<file path="src/rtl/axi_aw_w_rr_arbiter.sv">
// Round-robin arbiter sharing one slave AW+W write port between NUM masters.
// A grant is held from AW acceptance through the WLAST beat; only handshakes pass through here.
module axi_aw_w_rr_arbiter #(
  parameter int NUM   = 2,
  parameter int IDX_W = (NUM > 1) ? $clog2(NUM) : 1
) (
  input  logic             aclk,
  input  logic             aresetn,
  input  logic [NUM-1:0]   m_awvalid,
  output logic [NUM-1:0]   m_awready,
  input  logic [NUM-1:0]   m_wvalid,
  output logic [NUM-1:0]   m_wready,
  output logic             s_awvalid,
  input  logic             s_awready,
  output logic             s_wvalid,
  input  logic             s_wready,
  input  logic             s_wlast,
  output logic [NUM-1:0]   grant_oh,
  output logic [IDX_W-1:0] grant_idx,
  output logic             busy
);

  typedef enum logic [1:0] {IDLE, ADDR, DATA} state_t;

  localparam logic [IDX_W:0] NUM_L = (IDX_W + 1)'(NUM);

  state_t           state_q, state_d;
  logic [IDX_W-1:0] rr_ptr_q, rr_ptr_d;
  logic [IDX_W-1:0] grant_idx_q, grant_idx_d;
  logic [NUM-1:0]   grant_oh_q, grant_oh_d;

  logic [2*NUM-1:0] req_dbl;
  logic [NUM-1:0]   req_rot;
  logic             found;
  logic [IDX_W-1:0] offset;
  logic [IDX_W:0]   pick_sum;
  logic [IDX_W:0]   next_sum;
  logic [IDX_W-1:0] pick_idx;
  logic [IDX_W-1:0] next_ptr;

  // Rotate requests so rr_ptr sits at bit 0, then the lowest set bit is the winner.
  always_comb begin
    req_dbl = {m_awvalid, m_awvalid} >> rr_ptr_q;
    req_rot = req_dbl[NUM-1:0];
    found   = 1'b0;
    offset  = '0;
    for (int i = NUM - 1; i >= 0; i--) begin
      if (req_rot[i]) begin
        found  = 1'b1;
        offset = IDX_W'(i);
      end
    end
    pick_sum = {1'b0, rr_ptr_q} + {1'b0, offset};
    if (pick_sum >= NUM_L) pick_sum = pick_sum - NUM_L;
    pick_idx = pick_sum[IDX_W-1:0];
    next_sum = {1'b0, grant_idx_q} + (IDX_W + 1)'(1);
    if (next_sum >= NUM_L) next_sum = next_sum - NUM_L;
    next_ptr = next_sum[IDX_W-1:0];
  end

  always_comb begin
    state_d     = state_q;
    rr_ptr_d    = rr_ptr_q;
    grant_oh_d  = grant_oh_q;
    grant_idx_d = grant_idx_q;
    s_awvalid   = 1'b0;
    s_wvalid    = 1'b0;
    m_awready   = '0;
    m_wready    = '0;
    case (state_q)
      IDLE: begin
        if (found) begin
          grant_idx_d = pick_idx;
          grant_oh_d  = NUM'(1) << pick_idx;
          state_d     = ADDR;
        end
      end
      ADDR: begin
        s_awvalid = |(m_awvalid & grant_oh_q);
        m_awready = grant_oh_q & {NUM{s_awready}};
        if (s_awvalid && s_awready) state_d = DATA;
      end
      DATA: begin
        // W is only opened after the AW handshake, so an early W beat waits here.
        s_wvalid = |(m_wvalid & grant_oh_q);
        m_wready = grant_oh_q & {NUM{s_wready}};
        if (s_wvalid && s_wready && s_wlast) begin
          rr_ptr_d    = next_ptr;
          grant_oh_d  = '0;
          grant_idx_d = '0;
          state_d     = IDLE;
        end
      end
      default: state_d = IDLE;
    endcase
  end

  always_ff @(posedge aclk or negedge aresetn) begin
    if (!aresetn) begin
      state_q     <= IDLE;
      rr_ptr_q    <= '0;
      grant_oh_q  <= '0;
      grant_idx_q <= '0;
    end else begin
      state_q     <= state_d;
      rr_ptr_q    <= rr_ptr_d;
      grant_oh_q  <= grant_oh_d;
      grant_idx_q <= grant_idx_d;
    end
  end

  assign grant_oh  = grant_oh_q;
  assign grant_idx = grant_idx_q;
  assign busy      = (state_q != IDLE);

endmodule
</file>
<file path="config.mk">
export PLATFORM = sky130hd
export DESIGN_NAME = axi_aw_w_rr_arbiter
export DESIGN_NICKNAME = d
export VERILOG_FILES = /design/src/rtl/axi_aw_w_rr_arbiter.sv
export SDC_FILE = /design/constraint.sdc
export NUM_CORES = 1
export LEC_CHECK = 0
export BUFFER_PORTS_ARGS = -buffer_cell sky130_fd_sc_hd__buf_2
export CORE_AREA = 2 2 39 41
export CTS_BUF_LIST = sky130_fd_sc_hd__clkbuf_16
export DETAILED_ROUTE_END_ITERATION = 16
export DIE_AREA = 0 0 41 43
export SLEW_MARGIN = 10
export SYNTH_ARGS = -nofsm -noshare
export SYNTH_HDL_FRONTEND = slang
export SYNTH_SLANG_ARGS = --single-unit
</file>
<file path="constraint.sdc">
create_clock -name aclk -period 2.85 [get_ports aclk]
set_input_delay 0.285 -clock aclk [delete_from_list [all_inputs] [get_ports aclk]]
set_output_delay 0.285 -clock aclk [all_outputs]
set_load 0.03 [all_outputs]
</file>
Word-level counts from Yosys, hierarchy flattened
Index checks and enable logic that the tools add are counted.
- $add $sub $neg: 4
- $lt $le $gt $ge: 2
- eq/ne operators: 5
- shift operators: 2
- multiplexer cells: 18
- bitwise operators: 4
- reduce and logical (&&, ||, !) cells: 11
- operators with widths (kind ; count):
    $mux 2 ; 6
    $mux 1 ; 9
    $and 2x2->2 ; 4
    $ne 2x2->1 const B ; 3
    $pmux 2 s3 ; 1
    $reduce_and 3->1 ; 2
    $ge 2x2->1 const B ; 2
    $pmux 2 s2 ; 1
    $reduce_bool 2->1 ; 2
    $reduce_or 2->1 ; 2
    $shr 4x1->2 ; 1
    $logic_and 1x1->1 ; 3
    $add 1x1->2 ; 1
    $add 1x1->2 const B ; 1
    $eq 2x1->1 const B ; 1
    $eq 2x2->1 const B ; 1
    $logic_not 2->1 ; 1
    $pmux 1 s2 ; 1
    $reduce_and 2->1 ; 1
    $shl 1x1->2 const A ; 1
    $sub 1x1->1 const B ; 2
- register bits after elaboration: 6
- word-level logic and storage cells: 50

Depth between registers and ports, before layout
- word-level depth: 9
- mapped depth: 5

Worst setup path before layout
OpenSTA, ideal clock, no wires.
- kind: register to output
- start point: register grant_oh_q[0], in the netlist grant_oh[0]
- end point: output s_wvalid
- data arrival time: 1165 ps
- data required time: 2565 ps
- slack: 1400 ps
- cell stages (with the launch flop): 3
- cell sequence: dfrtp_1 a22oi_2 nor2_1
- longest elaborated chain between the ends: 3
- ends and longest elaborated chain (what ; RTL line ; RTL):
    start, declared ; 30 ; logic [NUM-1:0] grant_oh_q, grant_oh_d;
    start signal, assigned ; 107 ; grant_oh_q <= grant_oh_d;
    $and 2x2->2 ; 85 ; s_wvalid = |(m_wvalid & grant_oh_q);
    $reduce_or 2->1 ; 85 ;
    $mux 1 ; 70 ; case (state_q)
    end, declared ; 15 ; output logic s_wvalid,
No other way between the ends.

Worst setup path after layout
- start point: register state_q[0]
- end point: output m_awready[1]
- longest elaborated chain between the ends: 2
- ends and longest elaborated chain (what ; RTL line ; RTL):
    start, declared ; 27 ; state_t state_q, state_d;
    start signal, assigned ; 105 ; state_q <= state_d;
    $eq 2x1->1 ; 70 ;
    $mux 2 ; 70 ;
    end, declared ; 10 ; output logic [NUM-1:0] m_awready,
No other way between the ends.

==> flow_metrics.py <==
metrics = {
    "timing": {
        "period_share_pct": 55.4,
        "final_hold_viol_count": 0,
        "rsz0062_at_grt": "false",
        "tns_ps": 0,
        "worstMarginPinSlew_ps": 363,
        "drv_slew": 0,
        "slew_headroom_pct": 75.8,
        "max_freq_mhz": 633,
        "setup_violations": 0,
        "fin_crit_ps": 1580,
        "clock_skew_ps": 1.98,
    },
    "routing": {
        "drtAntennaViolNets": 0,
        "routedWlPerCell_um": 11.2,
        "detailroute.via_count": 379,
        "drt_pass1_iterations": 4,
        "drtIter0Drc": 5,
        "drc_errors": 0,
        "viasPerCell": 4.86,
        "drt-total-wl_um": 873,
    },
    "synthesis": {
        "avgSynthCellArea_um2": 9.00,
        "netlist_instances": 42,
        "ys_types": 23,
        "synth_top_area_share_pct": 33.1,
        "netlist_top_cells_area": "dfrtp_1, and3_1, buf_6",
        "ys_ff_latch": 5,
        "synth_area_leader_cell": "dfrtp_1",
        "synth_nets": 51,
        "synth_area_um2": 378,
        "ys_warn_count": 0,
        "ys_seq_area_share_pct": 33.1,
    },
    "grt": {
        "grt_pass1_vias": 355,
        "grt_max_degree": 11,
        "grt_overflow": 0,
        "track_usage_pct": 12.4,
        "antenna_found_initial": 0,
        "grt_pass1_wl_um": 1480,
    },
    "critical_path": {
        "critPathArrivalTime_ps": 1290,
        "required_ps": 2570,
        "crit_type": "reg2out",
        "crit_path_end_kind": "primary output",
        "crit_path_start_kind": "flop",
        "path_max_fanout": 10,
    },
    "cells_and_area": {
        "n_antenna_cell": 0,
        "fin_nets": 72,
        "layout-drive-gt1-share_pct": 40.3,
        "fillCellCount": 148,
        "utilization_pct": 39.5,
        "area_delta_synth_final_pct": 44.7,
    },
    "clock_tree": {
        "clkTransAtPathRegs_ps": 30,
        "numCtsBuffers": 3,
        "clkSinkCount": 5,
        "cts_root_buffer": "clkbuf_16",
        "cts_tree": "yes",
        "insertion_delay_ps": 220,
        "cts_buffer_depth": 2,
        "htree_levels": 1,
    },
    "placement": {
        "port_buffers": 18,
        "gp_congestion": 0.817,
        "place_hpwl_um": 696,
    },
    "power": {
        "leakagePower_uw": 0.000280,
        "clockPowerShare_pct": 30.5,
        "swShare_pct": 43.9,
        "vdd_drop_max_mv": 0.573,
        "pwr-share-seq_pct": 24.6,
        "p_int_uw": 410,
        "p_per_area_nw_per_um2": 1330,
        "p_switching_uw": 320,
        "combinationalPowerShare_pct": 44.9,
    },
    "floorplanning": {
        "start_util_pct": 27.3,
        "num_rows": 14,
        "io_pins": 19,
        "die_h_um": 43,
        "die-area_um2": 1760,
        "core_um2": 1380,
        "die_w_um": 41,
    },
    "run": {
        "drv_cap": 0,
    },
    "hold_path": {
        "hold_class": "in2reg",
    },
    "status": {
        "status": "complete, no violations",
    },
}
==> timing repair <==
action                    4_1_cts  5_1_grt
hold endpoints to repair        5        0
gates resized for setup         0        0
buffers inserted                0        0
hold buffers                    1        0
==> critical path, cell delays in order (launching register included) <==
cell	delay [ps]
dfrtp_1	500
nor2b_1	210
and3_1	170
buf_2	190
==> cells in the mapped netlist, drive strengths merged <==
library cell / count
nor2: 6
dfrtp: 5
and3: 4
buf: 3
inv: 3
o211ai: 3
nand2: 2
nor3: 2
o21ai: 2
a211o: 1
a22o: 1
a22oi: 1
a311oi: 1
and2: 1
and2b: 1
mux2i: 1
nand2b: 1
nand3: 1
nor2b: 1
o221ai: 1
o22ai: 1
==> worst paths after layout <==
kind | to | slack, ps | depth (start not counted) | start
setup / recovery | m_awready[1] | 1270 | 3 | state_q[0]
hold / removal | state_q[0] | 330 | 2 | s_awready
setup reg to reg | grant_idx | 1660 | 4 | state_q[1]
hold reg to reg | rr_ptr_q | 540 | 2 | rr_ptr_q
max in group asynchronous | grant_idx | 2320 | 2 | aresetn
min in group asynchronous | grant_oh[0] | 410 | 2 | aresetn
==> per-layer routing <==
layer	up-vias	global-route usage (%)	share of wire [%]
li1	191	-	-
met1	175	16.1	46
met2	13	18.1	44
met3	0	6.81	9.7
met4	0	2.00	0
met5	-	0	0
==> cells in the final DEF, fill, tap and decap left out <==
cell,n
buf_2,18
nor2_1,6
dfrtp_1,5
and3_1,4
inv_1,4
o211ai_1,3
clkbuf_16,3
nand2_1,2
o21ai_0,2
and2b_1,1
nor2b_1,1
nand2b_4,1
a22oi_2,1
a22o_1,1
and2_1,1
nand3_1,1
o22ai_1,1
nor3_2,1
mux2i_1,1
a211o_1,1
o221ai_1,1
nor3_1,1
a311oi_2,1
dlygate4sd3_1,1
==> state kept, by name, indices dropped and copies added (netlist names) <==
| signal | flops |
|---|---|
| grant_idx | 1 |
| grant_oh | 1 |
| rr_ptr_q | 1 |
| state_q | 2 |
==> area by class of cell <==
type | count | area [µm²] | area share (%)
Inverter | 3 | 11.3 | 2.06
Multi-Input combinational cell | 31 | 211 | 38.7
Clock buffer | 3 | 75.1 | 13.7
Sequential cell | 5 | 125 | 22.9
Tap cell | 16 | 20.0 | 3.66
Timing Repair Buffer | 19 | 100 | 18.3
Clock inverter | 1 | 3.75 | 0.686
==> per-stage QoR <==
stage	power (µW)	instances	hold WS, ps	setup slack (ps)	instance area (µm²)
after floorplan	450	42	-10.6	1400	378
after global placement	510	73	105	1510	458
after detailed placement	510	73	103	1500	458
after CTS	738	78	337	1260	547
after global routing	779	78	350	1180	547
final	730	78	334	1270	547
==> power by group through the flow <==
stage          sequential (µW)  clock [µW]  combinational [µW]
4_1_cts                    180         226                 332
2_1_floorplan              165           0                 285
6_report                   179         223                 328
3_3_place_gp               179           0                 331
5_1_grt                    189         233                 357
3_5_place_dp               180           0                 330
==> logic make-up after synthesis <==
logic type	after synthesis	synth area share, %
compound gates	11	24.5
buf+inv	6	10.9
flops	5	33.1
mux	1	2.65
simple gates	19	28.8
Note: power is estimated with default switching activity, not from simulation.
